## config.mk

```make
export PLATFORM = sky130hd
export DESIGN_NAME = sprite_compositor
export DESIGN_NICKNAME = d
export VERILOG_FILES = /design/src/rtl/sprite_compositor.sv
export SDC_FILE = /design/constraint.sdc
export NUM_CORES = 1
export LEC_CHECK = 0
export CAP_MARGIN = 5
export CORE_MARGIN = 3
export CORE_UTILIZATION = 28
export CTS_BUF_LIST = sky130_fd_sc_hd__clkbuf_8
export DETAILED_ROUTE_END_ITERATION = 12
export DONT_BUFFER_PORTS = 1
export PLACE_DENSITY = 0.44
export SLEW_MARGIN = 30
export SYNTH_ARGS = -nofsm -noshare
export SYNTH_HDL_FRONTEND = slang
export SYNTH_SLANG_ARGS = --single-unit
```

## constraint.sdc

```tcl
create_clock -name clk -period 2.4 [get_ports clk]
set_input_delay 0.12 -clock clk [delete_from_list [all_inputs] [get_ports clk]]
set_output_delay 0.12 -clock clk [all_outputs]
set_load 0.02 [all_outputs]
```

## src/rtl/sprite_compositor.sv

```systemverilog
`default_nettype none
// ============================================================================
// Module   : sprite_compositor
// Brief    : Double-buffered sprite register file, per-pixel hit test and
//            lowest-index priority select with a two-stage output pipeline.
//            Optional overlap flags are built when SPRITE_COLLISION_EN is defined.
// Revision : 1.0 - initial release
// ============================================================================
module sprite_compositor #(
  parameter int N_SPRITES = 8,
  parameter int ELEMENT_W = 5,
  parameter int ADDR_W    = 10,
  parameter int SIZE_LOG2 = 5,
  parameter int IDX_W     = 4
) (
  input  logic                 clk,
  input  logic                 reset,
  input  logic                 active,
  input  logic [10:0]          pixel_x,
  input  logic [9:0]           pixel_y,
  input  logic                 frame_start,
  input  logic                 wr_valid,
  output logic                 wr_ready,
  input  logic [IDX_W-1:0]     wr_idx,
  input  logic [10:0]          wr_x,
  input  logic [9:0]           wr_y,
  input  logic [ELEMENT_W-1:0] wr_element,
  input  logic                 wr_visible,
  output logic                 ready,
  output logic [ELEMENT_W-1:0] element,
  output logic [ADDR_W-1:0]    address,
  output logic [N_SPRITES-1:0] collision
);
  localparam int c_SIZE = 1 << SIZE_LOG2;

  typedef enum logic [1:0] {S_IDLE = 2'd0, S_PENDING = 2'd1, S_COMMIT = 2'd2} state_t;

  state_t                 r_state;
  logic                   r_wrReady;
  logic [N_SPRITES-1:0]   r_dirty;
  logic [10:0]            r_shX     [N_SPRITES];
  logic [9:0]             r_shY     [N_SPRITES];
  logic [ELEMENT_W-1:0]   r_shElem  [N_SPRITES];
  logic [N_SPRITES-1:0]   r_shVis;
  logic [10:0]            r_liveX   [N_SPRITES];
  logic [9:0]             r_liveY   [N_SPRITES];
  logic [ELEMENT_W-1:0]   r_liveElem[N_SPRITES];
  logic [N_SPRITES-1:0]   r_liveVis;
  logic                   r_holdValid;
  logic [IDX_W-1:0]       r_holdIdx;
  logic [10:0]            r_holdX;
  logic [9:0]             r_holdY;
  logic [ELEMENT_W-1:0]   r_holdElem;
  logic                   r_holdVis;

  logic                   w_wrFire, w_hold, w_shWr, w_shVis;
  logic [IDX_W-1:0]       w_shIdx;
  logic [10:0]            w_shX;
  logic [9:0]             w_shY;
  logic [ELEMENT_W-1:0]   w_shElem;

  assign wr_ready = r_wrReady;
  assign w_wrFire = wr_valid && r_wrReady;
  // A write racing the commit strobe is parked so the commit sees pre-edge shadow data.
  assign w_hold   = w_wrFire && frame_start && (r_state == S_PENDING);

  always_comb begin
    w_shWr   = w_wrFire && !w_hold;
    w_shIdx  = wr_idx;
    w_shX    = wr_x;
    w_shY    = wr_y;
    w_shElem = wr_element;
    w_shVis  = wr_visible;
    if (r_state == S_COMMIT) begin
      w_shWr   = r_holdValid;
      w_shIdx  = r_holdIdx;
      w_shX    = r_holdX;
      w_shY    = r_holdY;
      w_shElem = r_holdElem;
      w_shVis  = r_holdVis;
    end
  end

  always_ff @(posedge clk or negedge reset) begin
    if (!reset) begin
      r_state     <= S_IDLE;
      r_wrReady   <= 1'b1;
      r_dirty     <= '0;
      r_shVis     <= '0;
      r_liveVis   <= '0;
      r_holdValid <= 1'b0;
      r_holdIdx   <= '0;
      r_holdX     <= '0;
      r_holdY     <= '0;
      r_holdElem  <= '0;
      r_holdVis   <= 1'b0;
      for (int i = 0; i < N_SPRITES; i++) begin
        r_shX[i]      <= '0;
        r_shY[i]      <= '0;
        r_shElem[i]   <= '0;
        r_liveX[i]    <= '0;
        r_liveY[i]    <= '0;
        r_liveElem[i] <= '0;
      end
    end else begin
      case (r_state)
        S_IDLE:    if (w_wrFire) r_state <= S_PENDING;
        S_PENDING: if (frame_start) begin
                     r_state   <= S_COMMIT;
                     r_wrReady <= 1'b0;
                   end
        S_COMMIT:  begin
                     r_state   <= r_holdValid ? S_PENDING : S_IDLE;
                     r_wrReady <= 1'b1;
                   end
        default:   r_state <= S_IDLE;
      endcase

      if (r_state == S_COMMIT) begin
        for (int i = 0; i < N_SPRITES; i++) begin
          if (r_dirty[i]) begin
            r_liveX[i]    <= r_shX[i];
            r_liveY[i]    <= r_shY[i];
            r_liveElem[i] <= r_shElem[i];
            r_liveVis[i]  <= r_shVis[i];
          end
        end
        r_dirty     <= '0;
        r_holdValid <= 1'b0;
      end

      if (w_hold) begin
        r_holdValid <= 1'b1;
        r_holdIdx   <= wr_idx;
        r_holdX     <= wr_x;
        r_holdY     <= wr_y;
        r_holdElem  <= wr_element;
        r_holdVis   <= wr_visible;
      end

      // Out-of-range indices match no channel and are silently dropped.
      for (int i = 0; i < N_SPRITES; i++) begin
        if (w_shWr && (w_shIdx == IDX_W'(i))) begin
          r_shX[i]    <= w_shX;
          r_shY[i]    <= w_shY;
          r_shElem[i] <= w_shElem;
          r_shVis[i]  <= w_shVis;
          r_dirty[i]  <= 1'b1;
        end
      end
    end
  end

  // Stage 1: per-channel hit test in 12-bit unsigned so edge sprites clip instead of wrapping.
  logic [11:0]          w_px, w_py;
  logic [N_SPRITES-1:0] w_hit;
  logic [SIZE_LOG2-1:0] w_dx [N_SPRITES];
  logic [SIZE_LOG2-1:0] w_dy [N_SPRITES];

  assign w_px = {1'b0, pixel_x};
  assign w_py = {2'b00, pixel_y};

  for (genvar gi = 0; gi < N_SPRITES; gi++) begin : g_chan
    logic [11:0] w_x0, w_y0;
    assign w_x0      = {1'b0, r_liveX[gi]};
    assign w_y0      = {2'b00, r_liveY[gi]};
    assign w_hit[gi] = r_liveVis[gi]
                     && (w_px >= w_x0) && (w_px < w_x0 + 12'(c_SIZE))
                     && (w_py >= w_y0) && (w_py < w_y0 + 12'(c_SIZE));
    assign w_dx[gi]  = pixel_x[SIZE_LOG2-1:0] - r_liveX[gi][SIZE_LOG2-1:0];
    assign w_dy[gi]  = pixel_y[SIZE_LOG2-1:0] - r_liveY[gi][SIZE_LOG2-1:0];
  end

  logic [N_SPRITES-1:0] r_hit;
  logic                 r_active;
  logic [SIZE_LOG2-1:0] r_dx   [N_SPRITES];
  logic [SIZE_LOG2-1:0] r_dy   [N_SPRITES];
  logic [ELEMENT_W-1:0] r_elem [N_SPRITES];

  always_ff @(posedge clk or negedge reset) begin
    if (!reset) begin
      r_hit    <= '0;
      r_active <= 1'b0;
      for (int i = 0; i < N_SPRITES; i++) begin
        r_dx[i]   <= '0;
        r_dy[i]   <= '0;
        r_elem[i] <= '0;
      end
    end else begin
      r_hit    <= w_hit;
      r_active <= active;
      for (int i = 0; i < N_SPRITES; i++) begin
        r_dx[i]   <= w_dx[i];
        r_dy[i]   <= w_dy[i];
        r_elem[i] <= r_liveElem[i];
      end
    end
  end

  // Stage 2: descending scan so the lowest hitting index is the last assignment.
  logic                 w_selHit;
  logic [ELEMENT_W-1:0] w_selElem;
  logic [ADDR_W-1:0]    w_selAddr;

  always_comb begin
    w_selHit  = 1'b0;
    w_selElem = '0;
    w_selAddr = '0;
    for (int i = N_SPRITES - 1; i >= 0; i--) begin
      if (r_active && r_hit[i]) begin
        w_selHit                     = 1'b1;
        w_selElem                    = r_elem[i];
        w_selAddr[2*SIZE_LOG2-1:0]   = {r_dy[i], r_dx[i]};
      end
    end
  end

  always_ff @(posedge clk or negedge reset) begin
    if (!reset) begin
      ready   <= 1'b0;
      element <= '0;
      address <= '0;
    end else begin
      ready   <= w_selHit;
      element <= w_selElem;
      address <= w_selAddr;
    end
  end

`ifdef SPRITE_COLLISION_EN
  logic [N_SPRITES-1:0] r_collision;
  logic                 w_clearColl, w_multiHit;

  assign w_clearColl = (r_state == S_COMMIT) || ((r_state == S_IDLE) && frame_start);
  assign w_multiHit  = |(r_hit & (r_hit - N_SPRITES'(1)));

  always_ff @(posedge clk or negedge reset) begin
    if (!reset) begin
      r_collision <= '0;
    end else if (w_clearColl) begin
      r_collision <= '0;
    end else if (r_active && w_multiHit) begin
      r_collision <= r_collision | r_hit;
    end
  end

  assign collision = r_collision;
`else
  assign collision = '0;
`endif

endmodule
`default_nettype wire

```

==> results of run 1 <==
==> area by class of cell <==
| class | count | share of cell area, % |
|---|---|---|
| antenna | 4 | 0.02697 |
| clock buffer | 140 | 5.191 |
| clock inverter | 51 | 0.7989 |
| inverter | 226 | 2.285 |
| multi-input combinational | 1821 | 38.06 |
| sequential | 620 | 41.81 |
| tap | 1403 | 4.729 |
| timing repair buffer | 254 | 7.106 |
==> path summary, 6_finish.rpt <==
path                                       startpoint                             to  slack [ns]  depth (start not counted)
max                                r_hit[1]$_DFF_PN0_           address[1]$_DFF_PN0_        0.06                          6
min                                             reset             r_dx[26]$_DFF_PN0_       -0.25                          4
max reg2reg                        r_hit[1]$_DFF_PN0_           address[1]$_DFF_PN0_        0.06                          6
min reg2reg                r_liveElem[20]$_DFFE_PN0P_           r_elem[20]$_DFF_PN0_        0.37                          0
max in group asynchronous                       reset  g_chan[3].w_y0[2]$_DFFE_PN0P_        0.88                          6
min in group clk                           pixel_y[8]             r_hit[1]$_DFF_PN0_        0.05                          4
==> cell families (layout without fill, tap and decap cells) <==
kind of cell	Yosys count	count (layout)	share of synthesized area (%)
adders and majority gates	288	288	12.11
other	1	12	0.01220
muxes	273	273	9.890
xor gates and xnor gates	93	93	2.649
buffers and inverters	316	671	4.286
DFF	620	620	50.47
and+or+nand+nor	544	544	8.111
AOI/OAI and AO/OA	615	615	12.47
==> per-layer routing <==
layer | GRT usage [%] | vias up
met3 | 2.935 | 171
met4 | 4.609 | 2
met1 | 23.33 | 10980
met2 | 27.49 | 402
li1 | - | 10240
met5 | 0 | -
==> flip-flops by register name (all words and copies together) (netlist names), 40 cells and up <==
name         flops
g_chan.w_x0     88
g_chan.w_y0     80
r_dx            40
r_dy            40
r_elem          40
r_liveElem      40
r_shElem        40
r_shX           88
r_shY           80
==> Yosys cell counts, types with 14 or more instances <==
master	n
buf_2	15
nand2_1	170
o21a_1	26
a21o_1	44
nor4_1	18
o311a_1	14
nor2_1	176
o22ai_1	18
xnor2_1	84
nor3_1	20
o21ai_0	189
clkbuf_1	53
mux2_2	246
ha_1	272
nand3_1	58
inv_1	226
nand2b_1	21
a2111oi_0	16
nor2b_1	46
mux2i_1	27
a221oi_1	19
a21oi_1	189
fa_1	16
dfrtp_1	619
a211oi_1	22
==> power by group <==
part	switching (W)	total (W)	internal [W]
combinational	0.00804	0.0156	0.00758
clock	0.00448	0.00998	0.00550
sequential	0.00265	0.0177	0.0151
==> worst reg2reg max path: stages, from the launching register on <==
cell and delay (ns):
dfrtp_1 0.58, nor2_1 0.15, nand3_1 0.50, buf_4 0.24, o21ai_0 0.10, nor4_2 0.50, buf_4 0.20
==> stage by stage <==
step | hold slack (ns) | utilization [%]
after detailed placement | -0.06124 | 30.76
after floorplan | -0.1756 | -
final | -0.2451 | 34.38
after global routing | -0.2337 | 34.38
after global placement | -0.06090 | 30.76
after CTS | -0.8761 | 33.95
==> repair_timing <==
| action | 4_1_cts | 5_1_grt |
|---|---|---|
| hold buffers | 119 | 6 |
| buffers inserted | 0 | 6 |
| pin swaps | 0 | 13 |
| hold endpoints to repair | 950 | 350 |
| setup endpoints to repair | 4 | 15 |
| gates cloned | 0 | 1 |
| gates resized for setup | 4 | 32 |
==> results_dict.tcl, run 1 <==
set metrics [dict create \
    status "finished with violations" \
    violations "hold timing" \
    cp_num_buf_inv 2 \
    synth_area_leaders "dfrtp_1 50%, ha_1 11%, mux2_2 9.0%, a21oi_1 3.1%, o21ai_0 3.1%" \
    stdcell_count 4519 \
    path_class "flip-flop to flip-flop" \
    port_buffers 0 \
    gr-total-overflow 0 \
    finalSetupTns_ns 0 \
    slew_viol_final 0 \
    critPathMostFrequentCell "buf_4" \
    drt-wirelength-per-cell_um 21.48 \
    hold_viol_final 144 \
    ys_warn_count 0 \
    drt-met1-wl_mm 45.52 \
    ys.flop_type "dfrtp_1" \
    initial_utilization_pct 28.48 \
    fin_nets 3377 \
    root_buffer "clkbuf_8" \
    rsz0062_at_grt "true" \
    dr.pass1.iters 5 \
    drt_wl_total_mm 97.09 \
    path_cells "nor2_1 > nand3_1 > buf_4 > o21ai_0 > nor4_2 > buf_4" \
    drive_above_1_share_pct 18.70 \
    cts_buffer_depth 3 \
    final_cell_mix "618 x dfrtp_1, 270 x ha_1, 261 x inv_1, 246 x mux2_2, 186 x a21oi_1" \
    max_cap_violations 0 \
    slowest_delay_ns 0.58 \
    timing.slew.headroom_pct 34.54 \
    finalInstanceArea_mm2 0.03712 \
    io_pins 82 \
    place_ws_ns -0.1110 \
    clkTransAtPathRegs_ns 0.06 \
    fin_ws_ns 0.06157 \
    peakVddDrop_uv 407.4 \
    multi_input_area_mm2 0.01413 \
    fmax_mhz 427.6 \
    synth_edf_count 0 \
    via_count 21800 \
    crit_path_top_delay_cell "dfrtp_1" \
    drc_errors 0 \
    cp-end-kind "flip-flop" \
    grt_max_degree 621 \
    hold_path.class "primary input to asynchronous set/reset pin" \
    clock-sinks 620 \
    top_layer "met5" \
    setup_viol_count_final 0 \
    post-dp-hpwl_mm 60.29 \
    fill_cells 10790 \
    final_common_cell "dfrtp_1" \
    yosysSeqAreaShare_pct 50.47 \
    clk_latency_ns 0.73 \
    cp_top_family "simple AND/OR/NAND/NOR gates" \
    netlist-cell-type-count 69 \
    synth_area_mm2 0.03074 \
    power_w 0.04334 \
    htree_num_levels 3 \
    grt_pass1_wl_mm 143.2 \
    async_reset_ff_share_pct 100.0 \
    wl_met3_mm 4.115 \
    syn_to_final_growth_pct 20.74 \
    place_congestion 0.8378 \
    tightest_slew_ns 0.9787 \
    cts_made_buffers 109 \
    wl_met2_mm 44.77 \
    syn_inst 2750 \
    core_mm2 0.1080 \
    critPathLaunchType "flip-flop" \
    fin_crit_sh_pct 97.43 \
    arrival_ns 2.99 \
    skew_ns 0.02276 \
    via_per_inst 4.824 \
    grt_pass1_vias 22430 \
    dieWidth_um 337.4 \
    synth_top_area_cell "dfrtp_1" \
    yosysTopAreaCellShare_pct 50.38 \
    whs_ns -0.2451 \
    critical_path.max_fanout 5 \
    p_leak_nw 17.03 \
    drt_iter0_markers 1425 \
    avgSynthCellArea_um2 11.18 \
    antenna_found_initial 7 \
    cts_tree "built" \
    placed_cell_area_mm2 0.03321 \
    ff_latch_area_mm2 0.01552 \
    place_inst 4188 \
    p_per_area_mw_per_mm2 1168 \
    cp.required_ns 3.05 \
    die_area_mm2 0.1138 \
    ys_ff_latch 620 \
    ant_nets 0 \
    std_cell_rows 120 \
    grt.total_usage_pct 16.95 \
    die_h_um 337.4 \
    period_needed_ns 2.338 \
]
Note: power is estimated with default switching activity, not from simulation.
==> run 2: changes to the inputs <==
- SETUP_SLACK_MARGIN: not set -> 0.1
==> run 2 against run 1 <==
Compared with the run above: final cell count about the same; clock skew increased by 0.0020 ns; critical endpoint is now r_shY[66]$_DFFE_PN0P_; the run still ends with hold timing left; sequential power about the same; die area unchanged; core utilization rose by 0.27 points.
==> results_dict.tcl, run 2 (synthesis gave the netlist of run 1 again) <==
set metrics [dict create \
    cts_tree "built" \
    critPathLaunchType "flip-flop" \
    via_count 21850 \
    fin_crit_sh_pct 96.41 \
    switchingPower_w 0.01536 \
    via_per_inst 4.838 \
    core_mm2 0.1080 \
    reg2regPathDepth 8 \
    hold_viol_final 289 \
    power.internal_w 0.02825 \
    p_per_area_mw_per_mm2 1166 \
    path_cells "nand3b_1 > inv_2 > or4_4 > o22a_4 > o21ba_4 > buf_12 > nor2_4 > a21oi_2" \
    skew_ns 0.02481 \
    peakVddDrop_uv 405.6 \
    cp.required_ns 3.05 \
    clk_latency_ns 0.74 \
    drive_above_1_share_pct 20.44 \
    gr-total-overflow 0 \
    root_buffer "clkbuf_8" \
    drt_iter0_markers 1405 \
    clock-sinks 620 \
    grt_max_degree 621 \
    crit_end "r_shY[66]$_DFFE_PN0P_" \
    std_cell_rows 120 \
    worstReg2RegStart "r_state[0]$_DFFE_PN0P_" \
    rsz0062_at_grt "true" \
    drc_errors 0 \
    p_leak_nw 17.11 \
    fmax_mhz 432.2 \
    die_h_um 337.4 \
    violations "hold timing" \
    seqPwrFrac_pct 40.8 \
    final_common_cell "dfrtp_1" \
    clkTransAtPathRegs_ns 0.06 \
    max_cap_violations 0 \
    grt.total_usage_pct 16.89 \
    arrival_ns 2.97 \
    use_met1_pct 23.03 \
    grt_pass1_vias 22360 \
    critical_path.max_fanout 27 \
    io_pins 82 \
    cts_buffer_depth 3 \
    die_area_mm2 0.1138 \
    path_class "flip-flop to flip-flop" \
    antenna_found_initial 9 \
    ant_nets 0 \
    drt_wl_total_mm 98.15 \
    post-dp-hpwl_mm 60.29 \
    period_needed_ns 2.314 \
    slew_viol_final 0 \
    grt_pass1_wl_mm 142.4 \
    reg2reg_slack_ns 0.09 \
    timing.slew.headroom_pct 31.41 \
    fin_nets 3376 \
    status "finished with violations" \
    initial_utilization_pct 28.48 \
    crit_start "r_state[0]$_DFFE_PN0P_" \
    clock_power_share_pct 22.9 \
    fin_util_pct 34.65 \
    power_frac_comb_pct 36.3 \
    setup_viol_count_final 0 \
    tightest_slew_ns 1.026 \
    final_cell_mix "617 x dfrtp_1, 269 x ha_1, 260 x inv_1, 246 x mux2_2, 183 x o21ai_0" \
    slowest_delay_ns 0.51 \
    drt-wirelength-per-cell_um 21.73 \
    htree_num_levels 3 \
    port_buffers 0 \
    syn_to_final_growth_pct 21.68 \
    busiest_layer "met2" \
    place_congestion 0.8378 \
    dieWidth_um 337.4 \
    met2_usage_pct 26.94 \
    cts_made_buffers 109 \
    crit_path_top_delay_cell "or4_4" \
    hold_path.class "primary input to asynchronous set/reset pin" \
    cp-end-kind "flip-flop" \
    whs_ns -0.3162 \
    grt_util_met3_pct 3.336 \
    dr.pass1.iters 5 \
    r2r_end "r_shY[66]$_DFFE_PN0P_" \
    switching_share_pct 35.23 \
]
run 2: layout make-up:
type / count / area, µm²
tap: 1403 / 1755
fill: 10790 / 70550
sequential: 620 / 15520
clock buffer: 140 / 1927
clock inverter: 51 / 296.5
antenna: 3 / 7.507
inverter: 226 / 848.3
timing repair buffer: 253 / 2701
multi-input combinational: 1821 / 14350
run 2: what timing repair did:
action                     in CTS  in global routing
setup endpoints to repair       6                 92
hold endpoints to repair      950                355
buffers inserted                1                  7
hold buffers                  113                  9
cloned                          0                  5
pin swaps                       2                 24
resized for setup              10                 94
run 2: how the worst min path moves through the flow:
stage | to | slack (ns) | depth (start not counted)
after floorplan | address[0]$_DFF_PN0_ | -0.18 | 0
after global placement | r_shX[18]$_DFFE_PN0P_ | -0.06 | 0
after detailed placement | r_shX[18]$_DFFE_PN0P_ | -0.06 | 0
after CTS | r_shX[29]$_DFFE_PN0P_ | -0.88 | 0
after global routing | r_shY[29]$_DFFE_PN0P_ | -0.29 | 4
final | g_chan[5].w_y0[9]$_DFFE_PN0P_ | -0.32 | 4
run 2: per-stage QoR:
stage	cells	worst slack (ns)	setup TNS (ns)	instance area [µm²]	power, W
after floorplan	2757	0.1963	0	30770	0.02722
after CTS	4493	-0.05447	-0.05447	36630	0.04330
after detailed placement	4188	-0.1110	-0.1568	33210	0.03207
after global routing	4515	-0.01535	-0.02127	37400	0.04704
after global placement	4188	-0.09114	-0.1691	33210	0.03143
final	4517	0.08612	0	37410	0.04362
run 2: critical path, delay by kind of cell, from the launching register on:
family / cells / cell delay [ns]
buffers and inverters: 2 / 0.32
DFF: 1 / 0.44
and+or+nand+nor: 3 / 0.72
AOI/OAI and AO/OA: 3 / 0.72
run 2: power by group through the flow:
| stage | combinational [W] | sequential (W) | clock (W) |
|---|---|---|---|
| 2_1_floorplan | 0.0102 | 0.0171 | 0 |
| 3_5_place_dp | 0.0142 | 0.0179 | 0 |
| 4_1_cts | 0.0152 | 0.0177 | 0.0104 |
| 5_1_grt | 0.0179 | 0.0184 | 0.0108 |
| 3_3_place_gp | 0.0137 | 0.0177 | 0 |
| 6_report | 0.0158 | 0.0178 | 0.0100 |
run 2: per-layer routing:
layer  vias to the layer above  part of all wire [%]
li1                      10250                     -
met2                       486                    46
met1                     10940                    46
met5                         -                 0.013
met4                         2                   3.2
met3                       180                   4.8
